===== config.mk =====
export PLATFORM = sky130hd
export DESIGN_NAME = awe_weight_fetch
export DESIGN_NICKNAME = d
export VERILOG_FILES = /design/src/rtl/awe_pkg.sv /design/src/rtl/awe_fetch_fifo.sv /design/src/rtl/awe_weight_fetch.sv
export SDC_FILE = /design/constraint.sdc
export NUM_CORES = 1
export LEC_CHECK = 0
export ABC_AREA = 0
export BUFFER_PORTS_ARGS = -buffer_cell sky130_fd_sc_hd__buf_4
export CAP_MARGIN = 20
export CORE_MARGIN = 4
export CORE_UTILIZATION = 40
export CTS_BUF_LIST = sky130_fd_sc_hd__clkbuf_4 sky130_fd_sc_hd__clkbuf_8
export CTS_CLUSTER_DIAMETER = 200
export DETAILED_ROUTE_END_ITERATION = 10
export SETUP_SLACK_MARGIN = 0.3
export SLEW_MARGIN = 20
export SYNTH_ARGS = -nofsm -noshare
export SYNTH_HDL_FRONTEND = slang
export SYNTH_SLANG_ARGS = --single-unit

===== constraint.sdc =====
create_clock -name clk -period 4.32 [get_ports clk]
set_clock_uncertainty 0.1 [all_clocks]
set_input_delay 0.432 -clock clk [delete_from_list [all_inputs] [get_ports clk]]
set_output_delay 0.432 -clock clk [all_outputs]
set_load 0.05 [all_outputs]

===== src/rtl/awe_pkg.sv =====
// rtl/awe_pkg.sv - shared types and constants for the weight fetch engine
package awe_pkg;

    typedef enum logic [1:0] {
        ST_IDLE  = 2'd0,
        ST_FETCH = 2'd1,
        ST_DRAIN = 2'd2
    } awe_state_e;

    localparam int AWE_FIFO_DEPTH = 2;
    localparam int AWE_PTR_W      = 1;
    localparam int AWE_CNT_W      = 2;

endpackage


===== src/rtl/awe_fetch_fifo.sv =====
// rtl/awe_fetch_fifo.sv - two-entry output FIFO holding weight word plus last flag
import awe_pkg::*;

module awe_fetch_fifo #(
    parameter int WIDTH = 32
) (
    input  logic                 clk,
    input  logic                 rst_n,
    input  logic                 flush,
    input  logic                 push,
    input  logic [WIDTH-1:0]     push_data,
    input  logic                 push_last,
    input  logic                 pop,
    output logic [WIDTH-1:0]     head_data,
    output logic                 head_last,
    output logic [AWE_CNT_W-1:0] count
);

    logic [WIDTH:0]         mem [AWE_FIFO_DEPTH];
    logic [AWE_PTR_W-1:0]   wr_ptr;
    logic [AWE_PTR_W-1:0]   rd_ptr;
    logic [AWE_CNT_W-1:0]   count_q;

    assign head_data = mem[rd_ptr][WIDTH-1:0];
    assign head_last = mem[rd_ptr][WIDTH];
    assign count     = count_q;

    always_ff @(posedge clk or negedge rst_n) begin
        if (!rst_n) begin
            for (int i = 0; i < AWE_FIFO_DEPTH; i++) begin
                mem[i] <= '0;
            end
            wr_ptr  <= '0;
            rd_ptr  <= '0;
            count_q <= '0;
        end else if (flush) begin
            wr_ptr  <= '0;
            rd_ptr  <= '0;
            count_q <= '0;
        end else begin
            if (push) begin
                mem[wr_ptr] <= {push_last, push_data};
                wr_ptr      <= wr_ptr + 1'b1;
            end
            if (pop) begin
                rd_ptr <= rd_ptr + 1'b1;
            end
            count_q <= count_q + AWE_CNT_W'(push) - AWE_CNT_W'(pop);
        end
    end

endmodule


===== src/rtl/awe_weight_fetch.sv =====
// rtl/awe_weight_fetch.sv - burst reader from the weight table into a ready/valid stream
import awe_pkg::*;

module awe_weight_fetch #(
    parameter int WIDTH   = 32,
    parameter int W_DEPTH = 8,
    parameter int N_DEPTH = 256
) (
    input  logic               clk,
    input  logic               rst_n,
    input  logic               start,
    input  logic [W_DEPTH-1:0] base_addr,
    input  logic [W_DEPTH:0]   num_words,
    input  logic               abort,
    output logic [W_DEPTH-1:0] ram_addr,
    input  logic [WIDTH-1:0]   ram_rdata,
    output logic               w_valid,
    input  logic               w_ready,
    output logic [WIDTH-1:0]   w_data,
    output logic               w_last,
    output logic               busy,
    output logic               done
);

    awe_state_e             state;
    logic [W_DEPTH-1:0]     addr_q;
    logic [W_DEPTH:0]       issue_rem;
    logic                   inflight;
    logic                   inflight_last;
    logic                   done_q;

    logic [AWE_CNT_W-1:0]   fifo_count;
    logic [WIDTH-1:0]       fifo_data;
    logic                   fifo_last;
    logic                   fifo_nonempty;
    logic                   fifo_push;
    logic                   fifo_pop;
    logic                   pop;
    logic                   issue;
    logic [2:0]             occ;

    // An empty FIFO lets the returning read bypass straight to the output, which
    // is what gives the two-cycle start-to-valid latency.
    assign fifo_nonempty = (fifo_count != '0);
    assign w_valid       = fifo_nonempty | inflight;
    assign w_data        = fifo_nonempty ? fifo_data : (inflight ? ram_rdata : '0);
    assign w_last        = fifo_nonempty ? fifo_last : (inflight & inflight_last);
    assign pop           = w_valid & w_ready;
    assign fifo_pop      = pop & fifo_nonempty;
    assign fifo_push     = inflight & ~(pop & ~fifo_nonempty) & ~abort;

    assign occ   = 3'(fifo_count) + 3'(inflight) - 3'(pop);
    assign issue = (state == ST_FETCH) && !abort && (occ < 3'(AWE_FIFO_DEPTH));

    assign ram_addr = addr_q;
    assign busy     = (state != ST_IDLE);
    assign done     = done_q;

    always_ff @(posedge clk or negedge rst_n) begin
        if (!rst_n) begin
            state         <= ST_IDLE;
            addr_q        <= '0;
            issue_rem     <= '0;
            inflight      <= 1'b0;
            inflight_last <= 1'b0;
            done_q        <= 1'b0;
        end else begin
            done_q        <= 1'b0;
            inflight      <= issue;
            inflight_last <= issue && (issue_rem == (W_DEPTH+1)'(1));
            if (abort) begin
                state <= ST_IDLE;
            end else begin
                case (state)
                    ST_IDLE: begin
                        if (start) begin
                            if (num_words == '0) begin
                                done_q <= 1'b1;
                            end else begin
                                addr_q    <= base_addr;
                                issue_rem <= num_words;
                                state     <= ST_FETCH;
                            end
                        end
                    end
                    ST_FETCH: begin
                        if (issue) begin
                            addr_q    <= (addr_q == W_DEPTH'(N_DEPTH - 1)) ? '0 : addr_q + 1'b1;
                            issue_rem <= issue_rem - 1'b1;
                            if (issue_rem == (W_DEPTH+1)'(1)) begin
                                state <= ST_DRAIN;
                            end
                        end
                    end
                    ST_DRAIN: begin
                        if (pop && w_last) begin
                            done_q <= 1'b1;
                            state  <= ST_IDLE;
                        end
                    end
                    default: state <= ST_IDLE;
                endcase
            end
        end
    end

    awe_fetch_fifo #(
        .WIDTH(WIDTH)
    ) u_fifo (
        .clk       (clk),
        .rst_n     (rst_n),
        .flush     (abort),
        .push      (fifo_push),
        .push_data (ram_rdata),
        .push_last (inflight_last),
        .pop       (fifo_pop),
        .head_data (fifo_data),
        .head_last (fifo_last),
        .count     (fifo_count)
    );

endmodule


==> results.sh, run 1 <==
export IMPL_finalSetupViolCount=0
export IMPL_cts_root_buf="clkbuf_8"
export IMPL_final_cells=700
export IMPL_io_pins=98
export IMPL_hold_end="u_fifo.mem[33]"
export IMPL_synth_nets=503
export IMPL_met2_usage=0.271
export IMPL_min_from="ram_rdata[0]"
export IMPL_dp_hpwl_um=7920
export IMPL_synth_area_um2=5250
export IMPL_pre_cts_ws_ns=1.15
export IMPL_post_cts_buffers=0
export IMPL_die_area_um2=15000
export IMPL_start_util=0.413
export IMPL_num_antenna_cells=0
export IMPL_finalSetupTns_ns=0
export IMPL_setup_worst_path_start_class="flip-flop"
export IMPL_place_inst=683
export IMPL_routed_wl_um=12200
export IMPL_grt_use_met1=0.230
export IMPL_ant_nets=0
export IMPL_p_leak_nw=2.76
export IMPL_ys_types=57
export IMPL_core_um2=12700
export IMPL_path_clk_slew_ns=0.10
export IMPL_postCtsHoldBufs=1
export IMPL_numCtsBuffers=9
export IMPL_antenna_found_initial=0
export IMPL_final_cell_mix="buf_4, dfrtp_1, mux2_4"
export IMPL_wl_per_cell_um=17.5
export IMPL_async_reset_ff_frac=1.00
export IMPL_synth_seq_area_share=0.439
export IMPL_num_rows=41
export IMPL_fmax_mhz=314
export IMPL_crit_type="reg2reg"
export IMPL_power_mw=4.41
export IMPL_endpoint_kind="flip-flop"
export IMPL_die_x_um=123
export IMPL_grt_pass1_vias=3833
export IMPL_r2r_end="issue_rem[0]"
export IMPL_nNetsFinal=584
export IMPL_layout_drive_gt1_share=0.388
export IMPL_place_congestion=0.809
export IMPL_ys_flop_type="dfrtp_1"
export IMPL_synth_area_leaders="dfrtp_1, mux2_4, mux2i_1"
export IMPL_ys_warn_count=0
export IMPL_timing_rr_start="u_fifo.count[1]"
export IMPL_clockBufferDepth=2
export IMPL_period_needed_ns=3.18
export IMPL_grt_pass1_wl_um=19900
export IMPL_drc=0
export IMPL_grt_overflow=0
export IMPL_relSlewSlack=0.254
export IMPL_syn_inst=442
export IMPL_regToRegSetupSlack_ns=1.14
export IMPL_synth_edf_count=0
export IMPL_synth_seq_cells=92
export IMPL_htree_levels=3
export IMPL_drt_first_pass_iters=4
export IMPL_syn_area_per_cell_um2=11.9
export IMPL_worstPathMaxFanout=20
export IMPL_drv_slew=0
export IMPL_cp_data_arrival_time_ns=3.35
export IMPL_clock_latency_ns=0.37
export IMPL_cts_resized=0
export IMPL_reg2reg_depth=11
export IMPL_ir_drop_mv=0.487
export IMPL_hold_depth=2
export IMPL_cts_tree="yes"
export IMPL_max_slew_worst_pin_slew_ns=1.12
export IMPL_viasPerCell=5.31
export IMPL_hold_class="in2reg"
export IMPL_grt_util_all_layers=0.169
export IMPL_finalWorstSetupSlack_ns=1.14
export IMPL_vias=3715
export IMPL_outcome="completed"
export IMPL_grt_busiest_layer="met2"
export IMPL_power_density_nw_per_um2=710
export IMPL_grt_max_degree=69
export IMPL_synth_top_area_cell="dfrtp_1"
export IMPL_met3_usage=0.0304
export IMPL_finalHoldViolCount=0
export IMPL_numClockSinks=92
export IMPL_maxCapViolations=0
export IMPL_crit_required_ns=4.49
export IMPL_drt_iter0_drc=169
export IMPL_port_buffers=97
export IMPL_rsz0062_at_grt="false"
export IMPL_fp_dieH_um=123
export IMPL_timing_final_crit_share=0.737
export IMPL_holdWs_ns=0.201
export IMPL_syn_to_final_growth_pct=18.1
export IMPL_synth_top_area_share=0.439
export IMPL_mostFrequentLayoutCell="buf_4"
==> layer usage <==
layer / vias to the layer above / part of all wire
met1: 1847 / 0.46
met4: 0 / 0.015
li1: 1761 / -
met5: - / 0
met3: 11 / 0.050
met2: 96 / 0.48
==> power breakdown <==
| group | total [mW] | internal (mW) | switching (mW) |
|---|---|---|---|
| sequential | 1.49 | 1.18 | 0.305 |
| combinational | 2.25 | 0.922 | 1.33 |
| clock | 0.670 | 0.350 | 0.319 |
| total | 4.41 | 2.46 | 1.95 |
==> through the flow <==
stage,util,instance area (um^2)
after detailed placement,0.469,5960
after CTS,0.487,6200
after floorplan,-,5250
after global placement,0.469,5960
final,0.487,6200
after global routing,0.487,6200
==> state kept, by name (all words and copies together), names as in the netlist <==
register	count
done	1
inflight	1
inflight_last	1
issue_rem	9
ram_addr	8
state	2
u_fifo.count	2
u_fifo.mem	66
u_fifo.rd_ptr	1
u_fifo.wr_ptr	1
==> worst max-delay path, stage by stage, from the launching register on <==
cell and delay [ns]:
dfrtp_1 0.48, nor2_4 0.12, nand2_1 0.07, and2_1 0.16, ha_1 0.26, nand2b_1 0.15
fa_1 0.40, xnor2_1 0.23, a41oi_2 0.14, buf_4 0.25, or2_1 0.38, a211o_1 0.34
==> worst max path at each step <==
stage / end / cells past startpoint / from
2_1_floorplan: issue_rem[2] / 13 / u_fifo.count[1]
3_3_place_gp: issue_rem[0] / 11 / u_fifo.count[1]
3_5_place_dp: issue_rem[0] / 11 / u_fifo.count[1]
4_1_cts: issue_rem[0] / 11 / u_fifo.count[1]
5_1_grt: issue_rem[0] / 11 / u_fifo.count[1]
6_report: issue_rem[0] / 11 / u_fifo.count[1]
==> cells by family (layout without fill, tap and decap cells) <==
kind of cell,count (synthesis),count (layout),synth area share
AOI/OAI and AO/OA,90,90,0.114
xor gates and xnor gates,5,5,0.00834
adders and majority gates,7,7,0.0181
buffers and inverters,45,131,0.0629
DFF,92,92,0.439
muxes,101,101,0.251
and+or+nand+nor,102,102,0.107
==> area by class of cell <==
cell class                 count  area, um^2
clock buffer                  11         145
clock inverter                 5        85.1
fill                        1196        6520
inverter                       9        33.8
multi-input combinational    305        2620
sequential                    92        2300
tap                          172         215
timing repair buffer         106         798
==> synthesized netlist by cell type (2+ instances only) <==
library cell and count:
a211o_1 3, a211oi_1 2, a21oi_1 8, a22oi_1 3, a2bb2oi_1 4, a31oi_1 3, a32oi_1 2, and2_1 3
and3_1 2, buf_1 2, buf_12 6, buf_2 12, buf_6 6, clkbuf_1 9, dfrtp_1 92, ha_1 6
inv_1 9, mux2_2 6, mux2_4 60, mux2i_1 35, nand2_1 7, nand2b_1 3, nand3_1 38, nor2_1 16
nor2b_1 4, nor3_1 11, nor3b_1 2, nor4_1 4, o21ai_0 38, o21ai_1 10, o2bb2ai_1 2, o31ai_1 2
o31ai_2 5, xnor2_1 4
(Power assumes the default switching activity.)
==> inputs of run 2 (changes only) <==
- clock period: 4.32 -> 3.3 ns (I/O delays scaled with it)
==> results.sh, run 2 (synthesized netlist as in run 1, its figures left out) <==
export IMPL_placed_area_um2=6040
export IMPL_layout_drive_gt1_share=0.399
export IMPL_final_cells=701
export IMPL_antenna_found_initial=0
export IMPL_final_util=0.493
export IMPL_grt_max_degree=69
export IMPL_cts_tree="yes"
export IMPL_clkPwrFrac=0.140
export IMPL_die_x_um=123
export IMPL_timing_final_crit_share=0.868
export IMPL_cpMaxStageDelayCell="dfrtp_2"
export IMPL_crit_type="reg2reg"
export IMPL_fp_dieH_um=123
export IMPL_finalSetupTns_ns=0
export IMPL_max_slew_worst_pin_slew_ns=0.861
export IMPL_outcome="completed"
export IMPL_slowest_delay_ns=0.47
export IMPL_setup_worst_path_start_class="flip-flop"
export IMPL_grt_pass1_wl_um=19100
export IMPL_num_rows=41
export IMPL_place_inst=685
export IMPL_drv_slew=0
export IMPL_rsz0062_at_grt="false"
export IMPL_relSlewSlack=0.426
export IMPL_routed_wl_um=11800
export IMPL_crit_cells=11
export IMPL_finalWorstSetupSlack_ns=0.435
export IMPL_top_register="u_fifo.mem"
export IMPL_switching_share=0.438
export IMPL_dp_hpwl_um=7750
export IMPL_drt_first_pass_iters=4
export IMPL_reg2reg_depth=11
export IMPL_port_buffers=97
export IMPL_regToRegSetupSlack_ns=0.44
export IMPL_io_pins=98
export IMPL_cts_root_buf="clkbuf_8"
export IMPL_clockBufferDepth=2
export IMPL_endpoint_kind="flip-flop"
export IMPL_r2r_end="issue_rem[0]"
export IMPL_fin_area_um2=6270
export IMPL_vias=3764
export IMPL_viasPerCell=5.37
export IMPL_min_from="ram_rdata[21]"
export IMPL_finalSetupViolCount=0
export IMPL_numCtsBuffers=9
export IMPL_combinationalPowerShare=0.534
export IMPL_finalHoldViolCount=0
export IMPL_htree_levels=3
export IMPL_power_frac_seq=0.326
export IMPL_drc=0
export IMPL_p_sw_mw=2.51
export IMPL_hold_end="u_fifo.mem[54]"
export IMPL_nNetsFinal=586
export IMPL_power_density_nw_per_um2=916
export IMPL_path_cells="nor2_4 > nand2_8 > and2_1 > ha_1 > nand2b_1 > fa_2 > xnor2_2 > a41oi_2 > buf_6 > nor4_1 > a211o_1"
export IMPL_largest_reg_flops=66
export IMPL_post_cts_buffers=0
export IMPL_timing_rr_start="u_fifo.count[1]"
export IMPL_core_um2=12700
export IMPL_pre_cts_ws_ns=0.329
export IMPL_cp_top_family="simple AND/OR/NAND/NOR gates"
export IMPL_crit_buf_inv=1
export IMPL_p_leak_nw=2.78
export IMPL_ir_drop_mv=0.418
export IMPL_maxCapViolations=0
export IMPL_hold_depth=2
export IMPL_grt_overflow=0
export IMPL_numClockSinks=92
export IMPL_worstPathMaxFanout=19
export IMPL_num_antenna_cells=0
export IMPL_cp_data_arrival_time_ns=3.02
export IMPL_ant_nets=0
export IMPL_drt_iter0_drc=265
export IMPL_grt_pass1_vias=3772
export IMPL_internal_power_mw=3.23
export IMPL_hold_class="in2reg"
export IMPL_place_congestion=0.835
export IMPL_grt_util_all_layers=0.161
export IMPL_clock_latency_ns=0.36
export IMPL_syn_to_final_growth_pct=19.4
export IMPL_die_area_um2=15000
export IMPL_path_clk_slew_ns=0.08
export IMPL_fmax_mhz=349
export IMPL_final_cell_mix="buf_4, dfrtp_1, mux2_4"
export IMPL_wl_per_cell_um=16.8
export IMPL_start_util=0.413
export IMPL_mostFrequentLayoutCell="buf_4"
export IMPL_period_needed_ns=2.86
export IMPL_crit_required_ns=3.45
==> run 2: worst max-delay path by stage <==
| stage | from | endpoint | slack [ns] |
|---|---|---|---|
| 6_report | u_fifo.count[1] | issue_rem[0] | 0.44 |
| 5_1_grt | u_fifo.count[1] | issue_rem[0] | 0.32 |
| 2_1_floorplan | u_fifo.count[1] | issue_rem[2] | 0.31 |
| 4_1_cts | u_fifo.count[1] | issue_rem[0] | 0.34 |
| 3_5_place_dp | u_fifo.count[1] | issue_rem[0] | 0.33 |
| 3_3_place_gp | u_fifo.count[1] | issue_rem[0] | 0.38 |
==> run 2: area by class of cell <==
type / instances / area (um^2)
Timing Repair Buffer: 108 / 855
Clock inverter: 1 / 30.0
Tap cell: 172 / 215
Fill cell: 1206 / 6450
Inverter: 9 / 33.8
Sequential cell: 92 / 2300
Clock buffer: 14 / 180
Multi-Input combinational cell: 305 / 2650
==> run 2: power by group through the flow <==
stage / combinational [mW] / sequential [mW] / clock [mW]
6_report: 3.07 / 1.87 / 0.806
5_1_grt: 3.29 / 1.93 / 0.872
4_1_cts: 3.10 / 1.87 / 0.836
3_5_place_dp: 3.08 / 1.89 / 0
3_3_place_gp: 3.05 / 1.87 / 0
2_1_floorplan: 2.23 / 1.96 / 0
==> run 2: per-layer routing <==
metal,track usage,part of all wire
met1,0.223,0.48
met4,0.0574,0.015
met2,0.252,0.46
met5,0,0
met3,0.0313,0.048
==> run 2: what timing repair did <==
item                       4_1_cts  5_1_grt
hold buffers                     1        0
setup endpoints to repair        0        2
gates resized for setup          0        2
hold endpoints to repair        12        0
==> run 2: through the flow <==
stage	total power [mW]	hold WS, ns
CTS	5.80	0.0894
detailed placement	4.97	0.392
floorplan	4.19	-0.0656
global route	6.10	0.0959
finish	5.74	0.115
global placement	4.92	0.389
